File: src/rtl/adex_pkg.sv
// adex_pkg: shared constants, exp() table and FSM encoding for the
// AdEx neuron array. Adaptation is enabled by defining ADEX_ADAPT_EN.
package adex_pkg;

  localparam int V_REST     = 0;
  localparam int V_RESET    = 0;
  localparam int V_PEAK     = 1000;
  localparam int V_EXP_MIN  = 512;
  localparam int IDX_SHIFT  = 6;
  localparam int TAU_SHIFT  = 3;
  localparam int TAUW_SHIFT = 4;
  localparam int B          = 64;

  // Quantised exp() kick, one entry per 64 mV-units above V_EXP_MIN.
  localparam int EXP_LUT_N = 16;
  localparam int EXP_LUT [EXP_LUT_N] = '{
    4,   6,   9,   13,  19,  28,  41,  60,
    88,  128, 188, 275, 402, 589, 862, 1263
  };

  typedef enum logic [2:0] {
    S_IDLE,
    S_LOAD,
    S_EXP,
    S_UPDATE,
    S_WRITE
  } adex_state_e;

  // Deeper LUT configurations reuse the last table entry.
  function automatic int exp_lut_val(input int idx);
    if (idx < 0) return 0;
    if (idx >= EXP_LUT_N) return EXP_LUT[EXP_LUT_N-1];
    return EXP_LUT[idx[3:0]];
  endfunction

endpackage

File: src/rtl/adex_exp_lut.sv
// adex_exp_lut: combinational exp() term for one membrane value.
// Ports: v_i (signed vmem), exp_o (signed exp kick, 0 below V_EXP_MIN).
module adex_exp_lut
  import adex_pkg::*;
#(
  parameter int DW        = 16,
  parameter int LUT_DEPTH = 16
) (
  input  logic signed [DW-1:0] v_i,
  output logic signed [DW-1:0] exp_o
);

  localparam int XW = DW + 1;

  logic signed [XW-1:0] off;
  logic        [XW-1:0] idx;

  always_comb begin
    off   = XW'(v_i) - XW'(V_EXP_MIN);
    idx   = off >>> IDX_SHIFT;
    exp_o = '0;
    if (!off[XW-1]) begin
      if (idx > XW'(LUT_DEPTH - 1)) begin
        exp_o = DW'(exp_lut_val(LUT_DEPTH - 1));
      end else begin
        exp_o = DW'(exp_lut_val(int'(idx)));
      end
    end
  end

endmodule

File: src/rtl/adex_neuron_array.sv
// adex_neuron_array: NUM_CH time-multiplexed AdEx neurons, one update per
// 5-cycle IDLE/LOAD/EXP/UPDATE/WRITE pass. Define ADEX_ADAPT_EN to enable
// the adaptation current w.
// Ports: clk, rst (sync, active-high); in_valid/in_ready/in_ch/in_cur
// request; spike_valid/spike_ch pulse; out_vmem/out_w last written state.
module adex_neuron_array
  import adex_pkg::*;
#(
  parameter int NUM_CH    = 4,
  parameter int DW        = 16,
  parameter int LUT_DEPTH = 16,
  parameter int REFRAC    = 2,
  localparam int CW       = $clog2(NUM_CH)
) (
  input  logic                 clk,
  input  logic                 rst,
  input  logic                 in_valid,
  output logic                 in_ready,
  input  logic [CW-1:0]        in_ch,
  input  logic signed [DW-1:0] in_cur,
  output logic                 spike_valid,
  output logic [CW-1:0]        spike_ch,
  output logic signed [DW-1:0] out_vmem,
  output logic signed [DW-1:0] out_w
);

  localparam int XW = DW + 3;
  localparam int RW = (REFRAC > 0) ? $clog2(REFRAC + 1) : 1;

  localparam logic signed [XW-1:0] SMAX =
    {4'b0000, {(DW-1){1'b1}}};
  localparam logic signed [XW-1:0] SMIN =
    {4'b1111, {(DW-1){1'b0}}};

  function automatic logic signed [DW-1:0] sat(
    input logic signed [XW-1:0] x
  );
    if (x > SMAX) return SMAX[DW-1:0];
    if (x < SMIN) return SMIN[DW-1:0];
    return x[DW-1:0];
  endfunction

  logic signed [DW-1:0] vmem_q [NUM_CH];
  logic        [RW-1:0] refr_q [NUM_CH];

  adex_state_e          state_q;
  logic [CW-1:0]        ch_q;
  logic                 disc_q;
  logic signed [DW-1:0] cur_q;
  logic signed [DW-1:0] v_q;
  logic signed [DW-1:0] exp_q;
  logic        [RW-1:0] rl_q;
  logic        [RW-1:0] nr_q;
  logic                 spk_q;
  logic [CW-1:0]        sch_q;
  logic signed [DW-1:0] ov_q;

  logic signed [DW-1:0] lut_o;

  logic signed [XW-1:0] v_x;
  logic signed [XW-1:0] leak;
  logic signed [XW-1:0] sum;
  logic signed [DW-1:0] vn;
  logic                 fire;
  logic signed [DW-1:0] nv_d;
  logic        [RW-1:0] nr_d;
  logic                 spk_d;

`ifdef ADEX_ADAPT_EN
  logic signed [DW-1:0] w_q [NUM_CH];
  logic signed [DW-1:0] wl_q;
  logic signed [DW-1:0] ow_q;
  logic signed [XW-1:0] w_x;
  logic signed [DW-1:0] wd;
  logic signed [DW-1:0] wb;
  logic signed [DW-1:0] nw_d;

  assign w_x = XW'(wl_q);
  assign wd  = sat(w_x - (w_x >>> TAUW_SHIFT));
  assign wb  = sat(XW'(wd) + XW'(B));
`else
  logic signed [XW-1:0] w_x;

  assign w_x = '0;
`endif

  adex_exp_lut #(
    .DW       (DW),
    .LUT_DEPTH(LUT_DEPTH)
  ) u_lut (
    .v_i  (v_q),
    .exp_o(lut_o)
  );

  // Refractory channels are pinned to V_RESET and ignore the input.
  always_comb begin
    v_x   = XW'(v_q);
    leak  = (XW'(V_REST) - v_x) >>> TAU_SHIFT;
    sum   = v_x + leak + XW'(exp_q) + XW'(cur_q) - w_x;
    vn    = sat(sum);
    fire  = (XW'(vn) >= XW'(V_PEAK));
    nv_d  = vn;
    nr_d  = '0;
    spk_d = 1'b0;
`ifdef ADEX_ADAPT_EN
    nw_d  = wd;
`endif
    if (rl_q != '0) begin
      nv_d = DW'(V_RESET);
      nr_d = rl_q - RW'(1);
    end else if (fire) begin
      nv_d  = DW'(V_RESET);
      nr_d  = RW'(REFRAC);
      spk_d = 1'b1;
`ifdef ADEX_ADAPT_EN
      nw_d  = wb;
`endif
    end
  end

  always_ff @(posedge clk) begin
    if (rst) begin
      state_q <= S_IDLE;
      ch_q    <= '0;
      disc_q  <= 1'b0;
      cur_q   <= '0;
      v_q     <= '0;
      exp_q   <= '0;
      rl_q    <= '0;
      nr_q    <= '0;
      spk_q   <= 1'b0;
      sch_q   <= '0;
      ov_q    <= DW'(V_RESET);
      for (int i = 0; i < NUM_CH; i++) begin
        vmem_q[i] <= DW'(V_RESET);
        refr_q[i] <= '0;
      end
`ifdef ADEX_ADAPT_EN
      wl_q <= '0;
      ow_q <= '0;
      for (int i = 0; i < NUM_CH; i++) begin
        w_q[i] <= '0;
      end
`endif
    end else begin
      unique case (state_q)
        S_IDLE: begin
          if (in_valid) begin
            ch_q    <= in_ch;
            cur_q   <= in_cur;
            // Out-of-range channels still take a full pass but
            // never touch storage or outputs.
            disc_q  <= (int'(in_ch) >= NUM_CH);
            state_q <= S_LOAD;
          end
        end
        S_LOAD: begin
          if (!disc_q) begin
            v_q  <= vmem_q[ch_q];
            rl_q <= refr_q[ch_q];
`ifdef ADEX_ADAPT_EN
            wl_q <= w_q[ch_q];
`endif
          end
          state_q <= S_EXP;
        end
        S_EXP: begin
          exp_q   <= lut_o;
          state_q <= S_UPDATE;
        end
        S_UPDATE: begin
          if (!disc_q) begin
            spk_q <= spk_d;
            ov_q  <= nv_d;
            nr_q  <= nr_d;
            if (spk_d) sch_q <= ch_q;
`ifdef ADEX_ADAPT_EN
            ow_q  <= nw_d;
`endif
          end
          state_q <= S_WRITE;
        end
        S_WRITE: begin
          spk_q <= 1'b0;
          if (!disc_q) begin
            vmem_q[ch_q] <= ov_q;
            refr_q[ch_q] <= nr_q;
`ifdef ADEX_ADAPT_EN
            w_q[ch_q]    <= ow_q;
`endif
          end
          state_q <= S_IDLE;
        end
        default: state_q <= S_IDLE;
      endcase
    end
  end

  assign in_ready    = (state_q == S_IDLE) && !rst;
  assign spike_valid = spk_q;
  assign spike_ch    = sch_q;
  assign out_vmem    = ov_q;
`ifdef ADEX_ADAPT_EN
  assign out_w       = ow_q;
`else
  assign out_w       = '0;
`endif

endmodule

File: config.mk
export PLATFORM = sky130hd
export DESIGN_NAME = adex_neuron_array
export DESIGN_NICKNAME = d
export VERILOG_FILES = /design/src/rtl/adex_pkg.sv /design/src/rtl/adex_exp_lut.sv /design/src/rtl/adex_neuron_array.sv
export SDC_FILE = /design/constraint.sdc
export NUM_CORES = 1
export LEC_CHECK = 0
export CORE_MARGIN = 2
export CORE_UTILIZATION = 45
export DETAILED_ROUTE_END_ITERATION = 7
export GPL_ROUTABILITY_DRIVEN = 0
export GPL_TIMING_DRIVEN = 0
export PLACE_DENSITY = 0.65
export SYNTH_ARGS = -nofsm -noshare
export SYNTH_HDL_FRONTEND = slang
export SYNTH_HIERARCHICAL = 1
export SYNTH_SLANG_ARGS = --single-unit
File: constraint.sdc
create_clock -name clk -period 9.6 [get_ports clk]
set_clock_uncertainty 0.05 [all_clocks]
set_input_delay 1.92 -clock clk [delete_from_list [all_inputs] [get_ports clk]]
set_output_delay 1.92 -clock clk [all_outputs]
set_load 0.05 [all_outputs]
==> Flow_metrics.wiki <==
{| class="wikitable"
! Metric !! Value
|-
| Post-synth EDFFs || slightly above 70
|-
| Combinational share of power || 39.6%
|-
| Maximum resistive drop on vdd || approximately 0.15 mV
|-
| Gate count after technology mapping || 867
|-
| Cells on worst reg2reg path || 19
|-
| Clock Sinks || 148
|-
| Proportion of netlist area held by the largest area contributor || 24.7%
|-
| DRC violation total after the first TritonRoute iteration || around 500
|-
| TritonCTS buffer count || 17
|-
| Minimum period implied by the final worst setup slack || about 6.1 ns
|-
| Area after DPL || 9570 µm²
|-
| Result of the run || complete, no violations
|-
| Post-detailed-route count of antenna-violating nets || 0
|-
| Sequential power share || 31.6%
|-
| CTS tree || built
|-
| Dominant combinational cell family by area after synthesis || simple AND/OR/NAND/NOR gates
|-
| Die extent in y || 143 µm
|-
| Count of hold buffers inserted by post-cts repair || 0
|-
| Deepest clock path buffer count || 2
|-
| Grt met1 use || 30.7%
|-
| Setup-violating endpoint count in the final report || 0
|-
| Switching Fraction || around 37%
|-
| Highest clock rate || 163 MHz
|-
| Multiplexer share of the synthesized area || 5.35%
|-
| Clock latency reported for the late side of the worst-skew pair || 0.43 ns
|-
| Register bit count reported by yosys || 148
|-
| Critical R2R Capture || out_vmem[12]
|-
| Post-route worst hold slack || 0.403 ns
|-
| Post-synth ARST share || 0%
|-
| Critical Path AT || roughly 4.2 ns
|-
| Vias in the first global route || 5931
|-
| PnR Total Power || 2.25 mW
|-
| Number of placement rows || 51
|-
| DPL Wire Length || 15.1 mm
|-
| Synth Area in XOR/XNOR || 2.99%
|-
| Source of the worst hold timing path || cur_q[10]
|-
| Core outline area || 19300 µm²
|-
| Final setup slack of the worst path || 3.45 ns
|-
| Average wire per standard cell || 17.0 µm
|-
| Proportion of layout cells with a drive suffix above 1 || 12.6%
|-
| Post-cts repair resize count || 0
|-
| Unrepaired setup endpoints after global routing || false
|-
| Simple logic cell fraction of the synthesized area || 16.9%
|-
| Type of the tightest min-delay check || flip-flop to flip-flop
|-
| Design Area, Final || 10100 µm²
|-
| Met3 Resource Use GR || 3.93%
|-
| Number of synthesis warnings || 6
|-
| Worst setup path category || input pin to primary output
|-
| Post-synthesis sequential area ratio || 42.1%
|-
| Effective utilization at floorplan || a little under half
|-
| Count of unique library cells instantiated by Yosys || around 80
|-
| Total congestion overflow || 0
|-
| Rel. slew slack || 11.0%
|-
| Maximum number of pins on one net before global-route repair || 19
|-
| Syn-to-layout area delta || 15.8%
|-
| Destination of the worst hold path || cur_q[10]
|-
| Average via count per standard cell || between 5 and 6
|-
| Share of the synthesized area in compound gates (AO/OA/AOI/OAI) || 12.6%
|-
| Transition time of the tightest slew-check pin || 1.33 ns
|-
| Startpoint of the lowest-slack register-to-register path || v_q[0]
|-
| Clock transition at the registers of the reported paths || 0.06 ns
|-
| Die W || 143 µm
|-
| Worst hold path depth || 2
|-
| Die ar. || around 21000 µm²
|-
| Ratio of final minimum period to clock period || 64.0%
|-
| Endpoint type of the worst setup path || primary output
|-
| Clk pwr share || 28.8%
|-
| CP Max Fanout || 10
|-
| Avg Cell Area, Syn || about 10 µm²
|-
| Net switching power || 0.843 mW
|-
| Detailed-routing iteration count for the pre-antenna-repair pass || 5
|-
| Total number of vias || 6272
|-
| Main synth FF type || dfxtp_1
|-
| Fill cell instance count of the final layout || 1808
|-
| Ant. Diodes || 0
|-
| Minimum setup slack among reg-to-reg paths || 3.72 ns
|-
| Final routed DRC violation total || 0
|-
| Wire length of the first global-routing pass || 33.1 mm
|-
| Post-layout net count || 1024
|-
| Total Routing Usage GR || 21.3%
|-
| Maxcap violations || 0
|-
| Cells taking the most area after synthesis || edfxtp_1, dfxtp_1, fa_1
|-
| Power density relative to cell area || between 200 and 250 nW/µm²
|-
| Global-route met2 utilization || 33.3%
|-
| Clock root cell || clkbuf_16
|-
| Number of levels in the clock H-tree || 4
|-
| Setup Buffers After CTS || 0
|-
| Cell area after technology mapping || 8750 µm²
|-
| Cell internal pwr || 1.41 mW
|-
| Leading area contributor after synthesis || edfxtp_1
|-
| Count of pins over their slew limit || 0
|-
| Post-layout util || 52.6%
|-
| Critical path launch point type || input pin
|-
| Antenna violations before repair || 0
|-
| Worst slack at placement || 3.46 ns
|-
| Data required, critical path || approximately 7.6 ns
|-
| Ports || 57
|-
| Standby leakage power || 3.91 nW
|-
| Number of cells after detailed placement || 1192
|-
| Setup tns final || 0 ns
|-
| Number of buffers added on ports || 40
|-
| Post-detailed-routing wire length || 20.8 mm
|-
| Adder-cell area share of the yosys netlist || 11.0%
|-
| Global-route layer with the greatest usage || met2
|-
| Final Hold Fails || 0
|-
| Count of non-filler cells in the finished layout || about 1200
|}
synth_stat cells, drive strengths merged, types with 5 or more instances:
cell type and number:
xnor2 20, nor3b 7, o21ai 25, edfxtp 72, nor3 10, nor2 18
inv 90, nand2 138, clkbuf 31, xor2 9, fa 33, nand3 5
a31oi 8, and2 60, a21oi 75, and3 22, o211ai 5, buf 35
ha 24, a22o 14, dfxtp 76, mux4 18, a41oi 5
power by group through the flow:
stage	clock, mW	sequential [mW]	combinational (mW)
6_report	0.648	0.712	0.893
5_1_grt	0.684	0.715	0.980
4_1_cts	0.658	0.712	0.893
2_1_floorplan	0	0.730	0.681
3_3_place_gp	0	0.725	0.881
3_5_place_dp	0	0.726	0.888
worst max-delay path by stage:
stage / from / end / cells past startpoint
after floorplan: rst / in_ready / 3
after global placement: rst / in_ready / 5
final: rst / in_ready / 5
after global routing: rst / in_ready / 5
after CTS: rst / in_ready / 5
after detailed placement: rst / in_ready / 5
cell usage in the layout, fill, tap and decap left out, drive strengths merged, types with 14 or more instances in the layout:
| cell | count |
|---|---|
| a21oi | 75 |
| a22o | 14 |
| and2 | 60 |
| and3 | 22 |
| buf | 36 |
| clkbuf | 51 |
| clkdlybuf4s50 | 40 |
| conb | 21 |
| dfxtp | 76 |
| edfxtp | 72 |
| fa | 33 |
| ha | 24 |
| inv | 96 |
| mux4 | 18 |
| nand2 | 138 |
| nor2 | 18 |
| o21ai | 25 |
| xnor2 | 20 |
final cells by class:
cell class,instances,area (µm²),area share (%)
clock inverters,12,123,1.21
multi-input cells,580,4360,43.0
repair buffers,41,408,4.03
clock buffers,20,437,4.31
well taps,265,332,3.27
inverters,90,338,3.33
flip-flops and latches,148,3680,36.4
plain buffers,68,452,4.46
worst max-delay path, cell delays in order:
cell	delay (ns)
clkdlybuf4s50_1	0.52
clkbuf_1	0.41
clkbuf_1	0.49
nor4_1	0.11
clkdlybuf4s50_1	0.73
logic make-up after synthesis:
kind of cell / after synthesis
xor gates and xnor gates: 29
AOI/OAI and AO/OA: 160
muxes: 24
buffers and inverters: 158
and+or+nand+nor: 289
adders and majority gates: 57
other: 2
DFF: 148
per-layer routing:
metal / vias to the layer above / routed length, µm
met3: 18 / 843
li1: 3076 / -
met5: - / 0
met2: 138 / 9710
met4: 0 / 233
met1: 3040 / 9990
registers in the layout, indices dropped and copies added (netlist names):
name         flops
vmem_q          64
cur_q           16
exp_q           16
out_vmem        16
v_q             16
refr_q           8
state_q          3
ch_q             2
nr_q             2
rl_q             2
spike_ch         2
spike_valid      1
Note: power is estimated with default switching activity, not from simulation.
